--- src/rtl/fir_sample_packer.sv ---
// Packs P_SAMPLES dual-channel beats into one wide word for the decimating FIR.
// Accumulator plus output register lets input stream at one beat per clock.
module fir_sample_packer #(
    parameter int DATA_WIDTH = 16,
    parameter int P_SAMPLES  = 8,
    parameter int CNT_WIDTH  = 16
) (
    input  logic                              clk,
    input  logic                              nrst,
    input  logic                              in_tvalid,
    output logic                              in_tready,
    input  logic [2*DATA_WIDTH-1:0]           in_tdata,
    input  logic                              in_tlast,
    output logic                              out_tvalid,
    input  logic                              out_tready,
    output logic [2*P_SAMPLES*DATA_WIDTH-1:0] out_tdata,
    output logic                              out_tlast,
    output logic [CNT_WIDTH-1:0]              blk_count
);

    localparam int LANE_W = (P_SAMPLES > 1) ? $clog2(P_SAMPLES) : 1;
    localparam logic [LANE_W-1:0] LAST_CNT = LANE_W'(P_SAMPLES - 1);
    localparam int HALF = P_SAMPLES * DATA_WIDTH;

    logic                  nrst_q;
    logic [LANE_W-1:0]     cnt;
    logic [LANE_W-1:0]     lane_sel;
    logic [DATA_WIDTH-1:0] acc0 [P_SAMPLES];
    logic [DATA_WIDTH-1:0] acc1 [P_SAMPLES];
    logic [DATA_WIDTH-1:0] in_ch0;
    logic [DATA_WIDTH-1:0] in_ch1;
    logic                  at_end;
    logic                  accept;
    logic                  closing;
    logic [2*HALF-1:0]     word_next;

    assign in_ch0   = in_tdata[DATA_WIDTH-1:0];
    assign in_ch1   = in_tdata[2*DATA_WIDTH-1:DATA_WIDTH];
    assign at_end   = (cnt == LAST_CNT);
    assign lane_sel = LAST_CNT - cnt;

    // Closing beats wait for a free output register; others never stall.
    assign in_tready = nrst_q & ((!at_end & !in_tlast) | !out_tvalid | out_tready);
    assign accept    = in_tvalid & in_tready;
    assign closing   = accept & (at_end | in_tlast);

    always_comb begin
        word_next = '0;
        for (int l = 0; l < P_SAMPLES; l++) begin
            if (lane_sel == LANE_W'(l)) begin
                word_next[l*DATA_WIDTH +: DATA_WIDTH]        = in_ch0;
                word_next[HALF + l*DATA_WIDTH +: DATA_WIDTH] = in_ch1;
            end else begin
                word_next[l*DATA_WIDTH +: DATA_WIDTH]        = acc0[l];
                word_next[HALF + l*DATA_WIDTH +: DATA_WIDTH] = acc1[l];
            end
        end
    end

    always_ff @(posedge clk) begin
        if (!nrst) begin
            nrst_q     <= 1'b0;
            cnt        <= '0;
            out_tvalid <= 1'b0;
            out_tdata  <= '0;
            out_tlast  <= 1'b0;
            blk_count  <= '0;
            for (int l = 0; l < P_SAMPLES; l++) begin
                acc0[l] <= '0;
                acc1[l] <= '0;
            end
        end else begin
            nrst_q <= 1'b1;
            if (closing) begin
                cnt       <= '0;
                out_tdata <= word_next;
                out_tlast <= in_tlast;
                // Cleared so lanes left unfilled by a flush read as zero.
                for (int l = 0; l < P_SAMPLES; l++) begin
                    acc0[l] <= '0;
                    acc1[l] <= '0;
                end
            end else if (accept) begin
                cnt            <= cnt + LANE_W'(1);
                acc0[lane_sel] <= in_ch0;
                acc1[lane_sel] <= in_ch1;
            end

            if (closing) begin
                out_tvalid <= 1'b1;
            end else if (out_tready) begin
                out_tvalid <= 1'b0;
            end

            if (out_tvalid && out_tready) begin
                blk_count <= blk_count + CNT_WIDTH'(1);
            end
        end
    end

endmodule

--- config.mk ---
export PLATFORM = sky130hd
export DESIGN_NAME = fir_sample_packer
export DESIGN_NICKNAME = d
export VERILOG_FILES = /design/src/rtl/fir_sample_packer.sv
export SDC_FILE = /design/constraint.sdc
export NUM_CORES = 1
export LEC_CHECK = 0
export CAP_MARGIN = 15
export CORE_MARGIN = 2
export CORE_UTILIZATION = 45
export DETAILED_ROUTE_END_ITERATION = 8
export GPL_TIMING_DRIVEN = 0
export PLACE_DENSITY = 0.68
export SYNTH_ARGS = -nofsm -noshare
export SYNTH_HDL_FRONTEND = slang
export SYNTH_SLANG_ARGS = --single-unit
--- constraint.sdc ---
create_clock -name clk -period 4.6 [get_ports clk]
set_input_delay 0.46 -clock clk [delete_from_list [all_inputs] [get_ports clk]]
set_output_delay 0.46 -clock clk [all_outputs]
set_load 0.02 [all_outputs]
After elaboration in Yosys (flattened, before gate mapping)
Memories as Yosys holds them, arrays and structs flattened.
Index checks and enable logic that the tools add are counted.
{"block": "classes", "add_sub_neg": 3, "n_eq_ne": 8, "muxes": 49, "bitwise": 24, "n_reduce_logical": 9}
{"operator": "16-bit 2-to-1 mux", "count": 34}
{"operator": "16-bit OR reduction", "count": 2}
{"operator": "1-bit OR", "count": 19}
{"operator": "16-bit by 1-bit adder with 16-bit output, second input constant", "count": 1}
{"operator": "3-bit equality test, second input constant", "count": 5}
{"operator": "1-bit 2-to-1 mux", "count": 13}
{"operator": "3-bit by 2-bit equality test with 1-bit output, second input constant", "count": 2}
{"operator": "3-bit 2-to-1 mux", "count": 2}
{"operator": "1-bit AND", "count": 4}
{"operator": "3-bit by 1-bit adder with 3-bit output, second input constant", "count": 1}
{"operator": "3-bit by 1-bit equality test with 1-bit output, second input constant", "count": 1}
{"operator": "1-bit zero test", "count": 3}
{"operator": "3-bit zero test", "count": 1}
{"operator": "3-bit subtractor, first input constant", "count": 1}
{"operator": "2-bit nonzero test", "count": 1}
{"operator": "2-bit OR reduction", "count": 1}
{"operator": "1-bit logical AND", "count": 1}
{"operator": "1-bit inverter", "count": 1}
{"block": "totals", "regBits": 278, "ram_bits": 256, "out_inout_bits": 275, "elab_cells": 101, "n_memories": 2}
{"name": "acc0", "depth": 8, "word_bits": 16, "read_ports": 8, "rd_clocked_by_memory_dff": 0, "write_ports": 8, "line": "28", "source": "logic [DATA_WIDTH-1:0] acc0 [P_SAMPLES];"}
{"name": "acc1", "depth": 8, "word_bits": 16, "read_ports": 8, "rd_clocked_by_memory_dff": 0, "write_ports": 8, "line": "29", "source": "logic [DATA_WIDTH-1:0] acc1 [P_SAMPLES];"}

Longest topological paths before layout
{"block": "depth", "ltp_word": 13, "ltp_mapped": 10, "depth_no_buf": 6}

Worst setup path before layout
Ideal clock, no wire load.
{"block": "synth_timing", "path_kind": "reg-to-reg", "from": "register cnt[0]", "to": "memory acc0[2][0], enable pin", "arrival_ns": 3.756, "setup_slack_ns": 0.378, "path_stages_with_launch": 8, "path_buffers": 2, "path_cell_list": "dfxtp_1 -> ha_1 -> ha_1 -> buf_4 -> nor3_1 -> nand3b_1 -> clkbuf_1 -> o21ai_0"}
{"element": "from (decl)", "line": "26", "source": "logic [LANE_W-1:0] cnt;"}
{"element": "from (signal assigned)", "line": "84", "source": "cnt <= cnt + LANE_W'(1);"}
{"element": "to (decl)", "line": "28"}

Final worst setup path
{"block": "layout_timing", "from": "register cnt[0]", "to": "output in_tready"}
{"block": "layout_between", "elab_chain_len": 6}
{"element": "3-bit equality test", "line": "39", "source": "assign at_end = (cnt == LAST_CNT);"}
{"element": "1-bit zero test", "line": "43", "source": "assign in_tready = nrst_q & ((!at_end & !in_tlast) | !out_tvalid | out_tready);"}
{"element": "1-bit AND", "line": "43"}
{"element": "1-bit OR (2 in a row)", "line": "43"}
{"element": "1-bit AND", "line": "43"}
{"element": "to (decl)", "line": "11", "source": "output logic in_tready,"}
Every way passes these cells.

==> out/results.ini <==
[detailed_routing]
route.met3.wl_microns = 7240
wl_met1_microns = 29200
met2WireLength_microns = 34400
antenna_left = 0
route.detailed.drc = 0
vias_per_cell = 5.78
avgRoutedWirePerCell_microns = 24.1
num_vias = 17600
first_iter_violations = 1934
totalWireLength_microns = 73500
first_pass_iters = 6
top_layer = met4

[min_path]
hold_path.class = primary input to flop
min_from = in_tdata[31]

[synthesis]
yosysWarnings = 0
synth_nets = 2081
synth_most_common_cell = nor2_1
synth_top_area_share = 0.351
synth_area_leader_cell = edfxtp_1
ys_ff_latch = 534
synthArstFlopShare = 0
yosys-top-cells-count = nor2_1 (537), dfxtp_1 (278), edfxtp_1 (256)
synthTopCellsByArea = edfxtp_1 (35%), dfxtp_1 (25%), nor2_1 (9.2%)
ys.flop_type = dfxtp_1
synth_cell_types = 36
synth_cells = 2037
syn_area_per_cell_sq_um = 10.8
syn_area_sq_um = 21900
ys_seq_area_frac = 0.605
synth_edf_count = 256

[clocking]
cts_tree = built
clk_pin_slew_ns = 0.07
cts_hold_buf = 0
cts-resized-gates = 0
htreeDepth = 2
cts_buffer_depth = 3
numCtsBuffers = 55
cts_root_buf = clkbuf_16
cts_setup_buffers = 0
clock-sinks = 534
clk_latency_ns = 0.61

[sta]
setup_viol = 0
rsz0062_at_grt = no
skew_ns = 0.0117
report.final.slew_viol_count = 0
worst_slew_pin_slew_ns = 1.27
period_needed_ns = 3.78
fin_ws_ns = 0.824
final_min_period_over_clock_period = 0.821
hold_violations = 0
fmax_mhz = 265
relSlewSlack = 0.153
holdWs_ns = 0.462

[placed_design]
preCtsSetupSlack_ns = 1.05
dp_cells = 2940
io_buffer_count = 279
routabilityCongestion = 0.904
hpwl_microns = 52700

[pwr]
power_density_nw_per_um2 = 400
ir_drop_v = 0.000257
cellLeakagePower_nw = 9.64

[grt]
grt_max_degree = 22
grt_pass1_wl_microns = 107000
grt_pass1_vias = 17000
antenna_found_initial = 1
grt_overflow_total = 0
grt_usage = 0.285

[critical_path]
arrival_ns = 3.32
timing.rr.start = cnt[0]
worstSetupEndpointType = output pin
critical_path_class = flop to output pin
startpoint_type = flop
critPathMaxFanout = 9
crit_path_start = cnt[0]
cp.required_ns = 4.14

[cells_and_area]
final-instance-count-excl-fill = 3044
drive_gt1_frac = 0.100
register_area_sq_um = 13300
post-route-util = 0.575
area_growth_pct = 25.7
nNetsFinal = 2426
fillCellCount = 4004
multi_input_area_sq_um = 7820

[floorplanning]
die-area_sq_um = 50400
die_width_microns = 225
die-height_microns = 225
rows = 80
start_util = 0.458
io_pins = 312
coreArea_sq_um = 47800

[job]
drv_cap = 0

[run_status]
outcome = completed

==> metal layers <==
metal	track usage	up-vias
met4	0.106	0
met1	0.375	8570
met2	0.464	986
li1	-	7905
met5	0	-
met3	0.0618	132
==> final cells by class <==
type                       instances  share of cell area
clock buffer                      92              0.0588
multi-input combinational       1295               0.284
timing repair buffer             288               0.110
inverter                           5            0.000682
tap                              615              0.0279
sequential                       534               0.481
clock inverter                    11             0.00473
antenna                            1           0.0000909
buffer                           203              0.0328
==> worst paths after layout <==
| path | end | slack (ns) | cells after the start |
|---|---|---|---|
| worst max-delay path | in_tready | 0.82 | 6 |
| worst min-delay path | out_tdata[175] | 0.46 | 3 |
| worst min register to register | blk_count[15] | 0.48 | 2 |
| worst max register to register | acc0[5][5] | 1.04 | 11 |
==> through the flow <==
stage	cell area (sq um)	total power, mW	TNS, ns
2_1_floorplan	21900	6.10	0
3_3_place_gp	25500	6.63	-397.87
3_5_place_dp	25800	6.68	0
4_1_cts	27500	11.0	0
5_1_grt	27500	11.3	0
6_report	27500	11.0	0
==> state kept, by name, summed over array words and instances, names as in the netlist <==
| signal | flops |
|---|---|
| blk_count | 16 |
| out_tdata | 256 |
| out_tlast | 1 |
| cnt | 3 |
| acc0 | 128 |
| out_tvalid | 1 |
| nrst_q | 1 |
| acc1 | 128 |
==> cells in the final DEF, fill, tap and decap left out, types with 4 or more instances in the layout <==
master           count
a211oi_2            76
edfxtp_1           256
o21ai_4              8
and4_1               4
dfxtp_1            278
a211oi_1            85
buf_16               8
clkbuf_8             4
clkbuf_16           58
clkinv_1             4
xor2_1               6
clkinv_2             4
clkbuf_1           144
clkdlybuf4s50_1    279
buf_1               14
nand3_1            101
ha_1                 7
buf_6                4
nand2_1            176
buf_2               61
xnor2_1              8
inv_1                4
buf_4               11
nor2_1             537
mux2i_1            162
nor3_1               5
a311oi_1            96
nand4_1              7
==> power by group <==
part | switching [mW] | leakage [nW] | internal (mW)
sequential | 0.128 | 4.97 | 5.21
clock | 1.86 | 0.846 | 2.55
combinational | 0.819 | 3.83 | 0.444
total | 2.80 | 9.64 | 8.20
==> logic make-up after synthesis <==
| logic type | share of synthesized area |
|---|---|
| and+or+nand+nor | 0.155 |
| buffers and inverters | 0.0420 |
| xor gates and xnor gates | 0.00560 |
| AOI/OAI and AO/OA | 0.115 |
| DFF | 0.605 |
| muxes | 0.0740 |
| adders and majority gates | 0.00400 |
==> critical path, stage by stage, from the launching register on <==
cell,delay [ns]
dfxtp_1,0.50
ha_1,0.32
ha_1,0.18
buf_4,0.17
or2_2,0.29
a21boi_0,0.50
clkdlybuf4s50_1,0.74
Note: power is estimated with default switching activity, not from simulation.
